**config.mk**
```make
export PLATFORM = sky130hd
export DESIGN_NAME = edge_event_arbiter
export DESIGN_NICKNAME = d
export VERILOG_FILES = /design/src/rtl/edge_arb_pkg.sv /design/src/rtl/edge_detect_cell.sv /design/src/rtl/edge_event_arbiter.sv
export SDC_FILE = /design/constraint.sdc
export NUM_CORES = 1
export LEC_CHECK = 0
export BUFFER_PORTS_ARGS = -buffer_cell sky130_fd_sc_hd__buf_2
export CORE_ASPECT_RATIO = 1.25
export CORE_MARGIN = 2
export CORE_UTILIZATION = 50
export CTS_CLUSTER_SIZE = 28
export DETAILED_ROUTE_END_ITERATION = 6
export PLACE_DENSITY = 0.72
export SYNTH_ARGS = -nofsm -noshare
export SYNTH_HDL_FRONTEND = slang
export SYNTH_SLANG_ARGS = --single-unit
```
**constraint.sdc**
```tcl
create_clock -name clk_i -period 2.2 [get_ports clk_i]
set_clock_uncertainty 0.15 [all_clocks]
set_input_delay 0.44 -clock clk_i [delete_from_list [all_inputs] [get_ports clk_i]]
set_output_delay 0.44 -clock clk_i [all_outputs]
set_load 0.01 [all_outputs]
```
**src/rtl/edge_arb_pkg.sv**
```systemverilog
// edge_arb_pkg
// Shared types for the edge event arbiter: detector and arbiter state
// encodings, plus the default channel count.
//
// No ports (package).

package edge_arb_pkg;

   localparam int unsigned EDGE_ARB_N_DEFAULT = 4;

   // Rising-edge detector states. Encoding 2'b11 is illegal and recovers to ZERO.
   typedef enum logic [1:0] {
      ZERO = 2'b00,
      EDG  = 2'b01,
      ONE  = 2'b10
   } det_state_e;

   // Arbiter states.
   typedef enum logic {
      IDLE  = 1'b0,
      OFFER = 1'b1
   } arb_state_e;

endpackage : edge_arb_pkg

```
**src/rtl/edge_detect_cell.sv**
```systemverilog
// edge_detect_cell
// Moore rising-edge detector for one already-synchronised level input.
// tick_o is high for exactly one cycle after the first high sample that
// follows a low sample (or follows reset).
//
// state | meaning
// ------+----------------------------------------------
// ZERO  | last sample low (or just reset)
// EDG   | rising edge seen; tick_o asserted this cycle
// ONE   | level still high after the edge was reported
//
// Ports:
//   clk_i    system clock, rising edge
//   reset_i  synchronous active-high reset
//   level_i  level input, sampled on clk_i
//   tick_o   one-cycle rising-edge pulse (decoded from state)

module edge_detect_cell
   import edge_arb_pkg::*;
(
   input  logic clk_i,
   input  logic reset_i,
   input  logic level_i,
   output logic tick_o
);

   det_state_e state_q, state_d;

   always_comb begin
      state_d = state_q;
      case (state_q)
         ZERO:    if (level_i)  state_d = EDG;
         EDG:     state_d = level_i ? ONE : ZERO;
         ONE:     if (!level_i) state_d = ZERO;
         default: state_d = ZERO;
      endcase
   end

   always_ff @(posedge clk_i) begin
      if (reset_i) begin
         state_q <= ZERO;
      end else begin
         state_q <= state_d;
      end
   end

   assign tick_o = (state_q == EDG);

endmodule : edge_detect_cell

```
**src/rtl/edge_event_arbiter.sv**
```systemverilog
// edge_event_arbiter
// Turns rising edges on N level inputs into single events and hands them,
// one at a time, to a shared consumer over a valid/ready handshake.
// Each channel keeps a pending flag; a round-robin arbiter picks the next
// pending channel. Edges that arrive while a channel's previous event is
// still pending (and not being accepted) set a sticky overrun bit.
//
// state | meaning
// ------+-------------------------------------------------------------
// IDLE  | nothing offered; pick next pending channel from rr pointer
// OFFER | ev_valid_o high, ev_id_o held until ev_ready_i
//
// Ports:
//   clk_i          system clock, rising edge
//   reset_i        synchronous active-high reset
//   level_i[N]     per-channel level inputs
//   ev_valid_o     event offered to consumer
//   ev_id_o[IDW]   channel index of offered event
//   ev_ready_i     consumer accepts when high together with ev_valid_o
//   overrun_o[N]   sticky per-channel lost-event flags
//   clr_overrun_i  clears all overrun bits (a same-cycle set wins)

module edge_event_arbiter
   import edge_arb_pkg::*;
#(
   parameter int N   = EDGE_ARB_N_DEFAULT,
   parameter int IDW = $clog2(N)
) (
   input  logic           clk_i,
   input  logic           reset_i,
   input  logic [N-1:0]   level_i,
   output logic           ev_valid_o,
   output logic [IDW-1:0] ev_id_o,
   input  logic           ev_ready_i,
   output logic [N-1:0]   overrun_o,
   input  logic           clr_overrun_i
);

   logic [N-1:0]   tick;

   arb_state_e     arb_q, arb_d;
   logic [IDW-1:0] ev_id_q, ev_id_d;
   logic [IDW-1:0] rr_q, rr_d;
   logic [N-1:0]   pend_q, pend_d;
   logic [N-1:0]   ovr_q, ovr_d;

   logic           accept;
   logic [N-1:0]   accept_vec;
   logic [N-1:0]   ovr_set;
   logic [IDW-1:0] next_ptr;

   logic [2*N-1:0] pend_dbl;
   logic [N-1:0]   pend_rot;
   logic           sel_found;
   logic [IDW-1:0] sel_idx;
   logic [IDW:0]   sel_sum;

   for (genvar g = 0; g < N; g++) begin : g_det
      edge_detect_cell u_det (
         .clk_i   (clk_i),
         .reset_i (reset_i),
         .level_i (level_i[g]),
         .tick_o  (tick[g])
      );
   end

   assign accept     = (arb_q == OFFER) && ev_ready_i;
   assign accept_vec = accept ? (N'(1) << ev_id_q) : '0;

   // A tick on the channel being accepted re-arms pending without overrun.
   assign pend_d  = tick | (pend_q & ~accept_vec);
   assign ovr_set = tick & pend_q & ~accept_vec;
   assign ovr_d   = ovr_set | (ovr_q & ~{N{clr_overrun_i}});

   assign next_ptr = (ev_id_q == IDW'(N - 1)) ? '0 : ev_id_q + IDW'(1);

   // Rotate pending so bit 0 corresponds to the rr pointer, find the first
   // set bit, then map the offset back to an absolute channel index mod N.
   always_comb begin
      pend_dbl  = {pend_q, pend_q} >> rr_q;
      pend_rot  = pend_dbl[N-1:0];
      sel_found = 1'b0;
      sel_idx   = '0;
      sel_sum   = '0;
      for (int k = 0; k < N; k++) begin
         if (!sel_found && pend_rot[k]) begin
            sel_found = 1'b1;
            sel_sum   = {1'b0, rr_q} + (IDW+1)'(k);
            if (sel_sum >= (IDW+1)'(N)) begin
               sel_sum = sel_sum - (IDW+1)'(N);
            end
            sel_idx = sel_sum[IDW-1:0];
         end
      end
   end

   always_comb begin
      arb_d   = arb_q;
      ev_id_d = ev_id_q;
      rr_d    = rr_q;
      case (arb_q)
         IDLE: begin
            if (sel_found) begin
               ev_id_d = sel_idx;
               arb_d   = OFFER;
            end
         end
         OFFER: begin
            if (ev_ready_i) begin
               rr_d  = next_ptr;
               arb_d = IDLE;
            end
         end
         default: arb_d = IDLE;
      endcase
   end

   always_ff @(posedge clk_i) begin
      if (reset_i) begin
         arb_q   <= IDLE;
         ev_id_q <= '0;
         rr_q    <= '0;
         pend_q  <= '0;
         ovr_q   <= '0;
      end else begin
         arb_q   <= arb_d;
         ev_id_q <= ev_id_d;
         rr_q    <= rr_d;
         pend_q  <= pend_d;
         ovr_q   <= ovr_d;
      end
   end

   assign ev_valid_o = (arb_q == OFFER);
   assign ev_id_o    = ev_id_q;
   assign overrun_o  = ovr_q;

endmodule : edge_event_arbiter

```
## Word-level counts from Yosys, hierarchy flattened

Index checks and enable logic that the tools add are counted.

| cells by class | value |
|---|---|
| add/sub/neg operators | 8 |
| order comparisons | 4 |
| eq/ne operators | 17 |
| shift-type cells | 2 |
| muxes and demuxes | 33 |
| bitwise logic cells | 9 |
| reductions and logical operators | 17 |

Operators with widths:

| operator | count |
|---|---|
| 2-bit 2-to-1 mux | 21 |
| 2-bit one-hot mux with 3 select lines | 4 |
| 4-bit AND | 4 |
| 2-bit != test (second input constant) | 8 |
| 2-bit AND reduction | 6 |
| 2-bit == test (second input constant) | 5 |
| 3-bit greater-or-equal comparator (second input constant) | 3 |
| 2-bit by 1-bit == test with 1-bit output (second input constant) | 4 |
| 2-bit logical NOT | 4 |
| 4-bit inverter | 2 |
| 4-bit OR | 2 |
| 8-bit by 2-bit >> shifter with 4-bit output | 1 |
| 2-bit by 1-bit subtractor with 2-bit output (second input constant) | 4 |
| 2-bit by 2-bit adder with 3-bit output (second input constant) | 2 |
| 1-bit 2-to-1 mux | 6 |
| 1-bit logical AND | 4 |
| 4-bit 2-to-1 mux | 1 |
| 1-bit by 2-bit << shifter with 4-bit output (first input constant) | 1 |
| 2-bit by 1-bit adder with 3-bit output (second input constant) | 1 |
| 2-bit by 3-bit greater-or-equal comparator with 1-bit output (second input constant) | 1 |
| 1-bit logical NOT | 3 |
| 2-bit by 1-bit adder with 2-bit output (second input constant) | 1 |
| 1-bit one-hot mux with 2 select lines | 1 |
| 1-bit inverter | 1 |

| word-level totals | value |
|---|---|
| register bits after elaboration | 21 |
| input bits | 8 |
| logic and storage cells | 99 |

## Longest topological paths before layout

Gate-level depths: netlist of run 1.

| depth | value |
|---|---|
| depth after elaboration | 13 |
| depth in mapped cells | 5 |
| gate-level depth less buffers | 5 |

## Hierarchy

Synthesis of run 1 repeated with hierarchy kept, for this count alone.

| unflattened totals | value |
|---|---|
| cell total of the unflattened synthesis | 105 |
| area total of the unflattened synthesis | 960.9 µm² |

Modules (own cells, without submodules):

| module | times used | cells each | area an instance (µm²) | sequential area each (µm²) |
|---|---|---|---|---|
| edge_event_arbiter | 1 | 77 | 670.6 | 260.2 |
| edge_detect_cell | 4 | 7 | 72.6 | 40.0 |

## Worst setup path before layout of run 1

No wires, ideal clock.

| path | value |
|---|---|
| kind | reg2reg |
| start point | register pend_q[2] |
| end point | register ev_id_q[1], in the netlist ev_id_o[1] |
| library setup time | 79 ps |
| data arrival time | 1122 ps |
| data required time | 1971 ps |
| path slack | 849 ps |
| cell stages (with the launch flop) | 6 |
| path buffers | 1 |
| period minus slack after synthesis | 1351 ps |
| cells stage by stage | dfxtp_1 buf_2 nor4b_2 a31oi_1 o32a_1 a211oi_2 |

| on the way | value |
|---|---|
| longest elaborated chain between the ends | 12 |
| elaborated cells between the ends (all ways) | 16 |
| classes of those cells | 1 x shift; 8 x mux; 7 x reduce/logical |

RTL lines:

| item | line | text |
|---|---|---|
| start, declared | edge_event_arbiter.sv:44 | `logic [N-1:0] pend_q, pend_d;` |
| start signal, assigned | edge_event_arbiter.sv:129 | `pend_q <= pend_d;` |
| 8-bit by 2-bit >> shifter with 4-bit output * | edge_event_arbiter.sv:80 | `pend_dbl = {pend_q, pend_q} >> rr_q;` |
| 1-bit 2-to-1 mux | edge_event_arbiter.sv:86 | `if (!sel_found && pend_rot[k]) begin` |
| 1-bit logical NOT | edge_event_arbiter.sv:86 |  |
| 1-bit logical AND | edge_event_arbiter.sv:86 |  |
| 1-bit 2-to-1 mux | edge_event_arbiter.sv:86 |  |
| 1-bit logical NOT | edge_event_arbiter.sv:86 |  |
| 1-bit logical AND | edge_event_arbiter.sv:86 |  |
| 1-bit 2-to-1 mux | edge_event_arbiter.sv:86 |  |
| 1-bit logical NOT | edge_event_arbiter.sv:86 |  |
| 1-bit logical AND | edge_event_arbiter.sv:86 |  |
| 1-bit 2-to-1 mux | edge_event_arbiter.sv:86 |  |
| 2-bit AND reduction (no source line) | -- |  |
| end signal, assigned | edge_event_arbiter.sv:127 | `ev_id_q <= ev_id_d;` |
| end, declared | edge_event_arbiter.sv:42 | `logic [IDW-1:0] ev_id_q, ev_id_d;` |

Every way passes the cells marked *; elsewhere a longest branch is shown, timed or not.
A chain may end at the register's enable or synchronous reset.

## Worst setup path in the final report of run 1

| path | value |
|---|---|
| start point | register pend_q[2] |
| end point | register ev_id_q[0], in the netlist ev_id_o[0] |

The elaborated chain is that of the path after synthesis.

==> metrics.md, run 1 <==
| Metric | Value |
|---|---|
| Status | complete, no violations |
| Top Family by Delay on Critical Path | simple AND/OR/NAND/NOR gates |
| Vias in the first global route | 773 |
| Count of cell types in the netlist | 24 |
| Post-synth top flop | dfxtp_1 |
| Num Clock Sinks | 21 |
| Root buffer cell | clkbuf_4 |
| Worst Tran Pin Value | 448.2 ps |
| Post-CTS resize count | 0 |
| Initial Utilization | 52.94% |
| Fraction of layout cells with a size suffix above 1 | 16.81% |
| CTS Hold Buffers Added | 0 |
| Period utilization | 69.90% |
| Num CTS Buffers | 3 |
| Cells after Synth | 105 |
| Total iterations of the first detailed-routing run | 4 |
| Worst Hold Class | in2reg |
| Critical path peak fanout | 9 |
| Slew Limit Fails | 0 |
| Setup violations, final | 0 |
| Post-synth EDFFs | 0 |
| Synthesis Warnings | 0 |
| Post-DR wirelength/cell | 12.39 um |
| Slew margin rel. | 69.84% |
| Most common cell in the netlist | dfxtp_1 |
| Power Dens Cells | 705.0 mW/mm2 |
| Register area share after synthesis | 45.53% |
| CP Class | reg2reg |
| Async set-reset flop share out of synthesis | 0% |
| Max Freq | 650.3 MHz |
| Drt drc | 0 |
| Clock transition at path regs | about 110 ps |
| Die area | 0.002209 mm2 |
| RSZ-0062 raised after global routing | no |
| ANT cells | 0 |
| IO Count | 15 |
| Critical path arrival | 1640 ps |
| CTS tree | built |
| Via count | 769 |
| Crit path launch type | flop |
| Syn nets | about 120 |
| Leakage | 0.4070 nW |
| Final net count | 132 |
| Ranking of synthesized cells by area | dfxtp_1, nand2b_1, a21oi_1, ha_1, nand2_1 |
| Top post-synthesis cells by count | dfxtp_1, nand2b_1, a21oi_1 |
| Worst-skew pair later-pin latency | 300 ps |
| Die width | 42.44 um |
| Num rows | 17 |
| Area growth, synth to finish | 11.38% |
| Seq cells post-synth | 21 |
| First-pass GRT wire length | 3042 um |
| Post-Syn Area | 923.4 um2 |
| Top cell type's share of synthesized area | approximately 46% |
| Largest net degree at the start of global routing | 19 |
| Antenna Nets Post-Route | 0 |
| Routability congestion estimate | 0.8072 |
| Grt ovf | 0 |
| Largest area contributor in the netlist | dfxtp_1 |
| Multi-input logic area | 471.7 um2 |
| CP max-delay cell | nor4_1 |
| Max Cap Violations | 0 |
| Sequential Area | between 400 and 500 um2 |
| Core ar. | 0.001744 mm2 |
| Required @ worst endpoint | 2310 ps |
| Fin. Hold Viols | 0 |
| Filler instances | 165 |
| Die height | 52.05 um |
| Vias/cell | between 5 and 6 |
| Post-CTS Setup Inserts | 0 |
| IO buf count | 14 |
| Buffers & Inverters on Critical Path | 0 |
| Minimum clock period | 1538 ps |
| Maximum vdd drop | 0.4961 mV |
| GRT Util Overall | 18.48% |
| Crit-path cells | nor4_1 > nor2_1 > nor3_1 > a21o_1 |
| Final wirelength | 1710 um |
| CTS HTree Levels | 1 |
| Critical Path Sink Type | flop |
| Fin util | 58.97% |
| DR iter-0 viols | 6 |
| Mean post-synth cell area | between 8 and 9 um2 |
| Antenna violations before repair | 0 |
| DP Wirelength | 1292 um |
| Sum Neg Setup Slack | 0 ps |
| CTS Buffer Depth | 2 |
| Max incr delay on CP | approximately 440 ps |
==> report_power, final <==
part           switching, W  internal, W  leakage (nW)
Clock              0.000115    0.0000679        0.0177
Combinational     0.0000577    0.0000495         0.217
Sequential        0.0000307     0.000404         0.172
Total              0.000203     0.000522         0.407
==> cell usage in the layout, fill, tap and decap left out <==
master,n
a211o_1,1
ha_1,4
clkbuf_4,3
mux2i_1,1
and2_1,1
a21o_1,1
nor4_1,1
inv_1,4
buf_2,14
a31oi_1,1
clkinv_2,1
nor2_1,5
nand4b_1,3
a21oi_1,16
and2b_1,1
a211oi_2,1
nor4b_2,1
dfxtp_1,21
nor3_1,6
a221oi_1,1
a211oi_1,1
o32a_1,1
nand2b_1,17
nand2_1,12
a2111oi_0,1
==> sequential cells by signal, summed over array words and instances, names as in the netlist <==
name,cells
ev_id_o,2
ev_valid_o,1
g_det.u_det.state_q,8
overrun_o,4
pend_q,4
rr_q,2
==> final timing paths <==
| check | start | endpoint | slack (ps) | depth (start not counted) |
|---|---|---|---|---|
| max | pend_q[2] | ev_id_o[0] | 660 | 4 |
| min | level_i[0] | g_det[0].u_det.state_q[0] | 230 | 3 |
| max reg2reg | pend_q[2] | ev_id_o[0] | 660 | 4 |
| min reg2reg | g_det[1].u_det.state_q[1] | g_det[1].u_det.state_q[0] | 300 | 1 |
==> metrics by stage <==
stage / setup WS (ps) / std cells / instance area, um2 / hold WS (ps) / power [W]
final: 662.2 / 138 / 1028 / 231.8 / 0.0007251
after global routing: 574.4 / 138 / 1028 / 232.1 / 0.0007677
after CTS: 655.4 / 138 / 1028 / 231.9 / 0.0007305
after detailed placement: 696.0 / 134 / 1001 / 288.1 / 0.0005511
after global placement: 748.6 / 134 / 1001 / 271.4 / 0.0005456
after floorplan: 848.6 / 105 / 923.4 / 261.1 / 0.0005163
==> logic make-up (layout without fill, tap and decap cells) <==
kind of cell	after synthesis	in the layout	synth area share [%]
muxes	1	1	1.084
DFF	21	21	45.53
and+or+nand+nor	47	47	28.32
adders and majority gates	4	4	5.420
AOI/OAI and AO/OA	24	24	16.26
buffers and inverters	8	22	3.386
==> layout make-up <==
type | count | area share, %
well taps | 19 | 2.311
flip-flops and latches | 21 | 40.88
clock inverters | 1 | 0.4866
inverters | 4 | 1.460
repair buffers | 14 | 6.813
multi-input cells | 76 | 45.86
clock buffers | 3 | 2.190
==> layer usage <==
metal,GRT usage [%],part of all wire (%)
met5,0,0
met4,11.98,2.3
met3,3.125,2.4
met2,32.82,51
met1,20.04,44
==> worst register-to-register path: stages (launching register included) <==
cell and delay, ps:
dfxtp_1 420, nor4_1 440, nor2_1 190, nor3_1 190
a21o_1 110
Power figures use the tool's default switching activity.
==> inputs of run 2 (changes only) <==
clock period = 1.5 ns   (was 2.2 ns; I/O delays follow)
==> run 2 against run 1 <==
  * Count of clock-buffer cells in the layout increased by 1
  * Maximum frequency increased by 7.4%
  * Power increased by 47%
  * Largest cell class unchanged
  * Hold slack got worse by 130 ps
  * Clock power increased by 45%
  * Wire length decreased by 0.18%
  * Largest power group unchanged
==> metrics.md, run 2 (synthesized netlist as in run 1, its figures left out) <==
| Metric | Value |
|---|---|
| Clock transition at path regs | 110 ps |
| Total iterations of the first detailed-routing run | 4 |
| Worst Hold Class | in2reg |
| CP Class | reg2reg |
| ANT cells | 0 |
| Post-CTS Setup Inserts | 0 |
| IO buf count | 14 |
| GRT Util Overall | 17.37% |
| CTS Hold Buffers Added | 0 |
| Die area | 0.002209 mm2 |
| Placement Setup Slack | 27.99 ps |
| Minimum clock period | around 1400 ps |
| IO Count | 15 |
| Fin util | between 50% and 60% |
| Drt drc | 0 |
| Vias in the first global route | 668 |
| R2R cell count | 4 |
| Routability congestion estimate | 0.8024 |
| DP Wirelength | roughly 1300 um |
| Leakage | 0.4108 nW |
| CTS HTree Levels | 1 |
| Setup violations, final | 0 |
| Max Cap Violations | 0 |
| Fin worst setup slack | 68.22 ps |
| DR iter-0 viols | 8 |
| Critical path arrival | 1510 ps |
| Required @ worst endpoint | 1580 ps |
| Num rows | 17 |
| Critical Path Sink Type | flop |
| Slew Limit Fails | 0 |
| Period utilization | 95.45% |
| CTS Buffer Depth | 2 |
| Fin. Hold Viols | 0 |
| Num Clock Sinks | 21 |
| Worst Tran Pin Value | between 300 and 400 ps |
| Worst Setup SP | pend_q[2] |
| Die width | 42.44 um |
| Maximum vdd drop | 0.4967 mV |
| RSZ-0062 raised after global routing | no |
| Filler instances | roughly 170 |
| Critical path peak fanout | 9 |
| Vias/cell | 5.468 |
| Grt ovf | 0 |
| Largest net degree at the start of global routing | 19 |
| Core ar. | 0.001744 mm2 |
| Reg2Reg Setup Slack | between 60 and 70 ps |
| Antenna Nets Post-Route | 0 |
| Post-CTS resize count | 0 |
| Initial Utilization | 52.94% |
| Post-DR wirelength/cell | roughly 12 um |
| Root buffer cell | clkbuf_4 |
| Area growth, synth to finish | 12.60% |
| Most common cell after layout, fill and taps aside | dfxtp_1 |
| Antenna violations before repair | 0 |
| Sum Neg Setup Slack | 0 ps |
| Max reg flops | 8 |
| Final net count | around 130 |
| R2R Path End | ev_id_o[1] |
| First-pass GRT wire length | 2911 um |
| CTS tree | built |
| Power Dens Cells | 1026 mW/mm2 |
| Max Freq | about 700 MHz |
| Slew margin rel. | 77.97% |
| Fraction of layout cells with a size suffix above 1 | 19.17% |
| Die height | ~52 um |
| Worst-skew pair later-pin latency | 290 ps |
| Via count | 760 |
| Num CTS Buffers | 3 |
| Crit path launch type | flop |
| Status | complete, no violations |
| Largest Register | g_det.u_det.state_q |
| Final wirelength | between 1500 and 2000 um |
| Worst Setup EP | ev_id_o[1] |
| Commonest non-fill, non-tap cells in the layout | dfxtp_1, nand2b_1, a21oi_1, buf_2, nand2_1 |
| Worst R2R Start | pend_q[2] |
## run 2: worst min-delay path by stage
stage / from / to / slack (ps) / depth (start not counted)
final: level_i[0] / g_det[0].u_det.state_q[0] / 100 / 3
after global routing: level_i[0] / g_det[0].u_det.state_q[0] / 110 / 3
after CTS: level_i[0] / g_det[0].u_det.state_q[0] / 100 / 3
after detailed placement: g_det[1].u_det.state_q[1] / g_det[1].u_det.state_q[0] / 280 / 1
after global placement: g_det[1].u_det.state_q[1] / g_det[1].u_det.state_q[0] / 270 / 1
after floorplan: g_det[1].u_det.state_q[1] / g_det[1].u_det.state_q[0] / 260 / 1
## run 2: final cells by class
class                           instances  area (um2)  area share [%]
Clock buffer                            4       26.28           2.527
Inverter                                4       15.01           1.444
Multi-Input combinational cell         76       473.0           45.49
Tap cell                               19       23.77           2.286
Timing Repair Buffer                   15       77.57           7.461
Sequential cell                        21       424.2           40.79
## run 2: critical path: stages, from the launching register on
cell	delay, ps
dfxtp_1	410
nor4b_2	250
a31oi_1	60
o32a_1	320
a211oi_2	170
## run 2: per-stage QoR
step                      hold WS [ps]  total power (W)  cells  instance area (um2)
after floorplan                  261.1        0.0007572    105                923.4
after global placement           269.2        0.0008079    135                 1008
after detailed placement         280.8        0.0008115    135                 1008
after CTS                        103.9         0.001070    139                 1035
after global routing             107.6         0.001121    139                 1040
final                            104.7         0.001067    139                 1040
## run 2: layer usage
layer | GRT usage (%) | wire length (um) | up-vias
met5 | 0 | 0 | -
met4 | 6.250 | 16 | 0
met3 | 3.125 | 53 | 2
met2 | 31.28 | 842 | 14
met1 | 20.43 | 794 | 351
li1 | - | - | 393
## run 2: power breakdown
group / total, W / leakage (nW) / switching, W / internal (W)
Clock: 0.000265 / 0.0150 / 0.000161 / 0.000103
Combinational: 0.000164 / 0.223 / 0.0000863 / 0.0000781
Sequential: 0.000637 / 0.173 / 0.0000431 / 0.000594
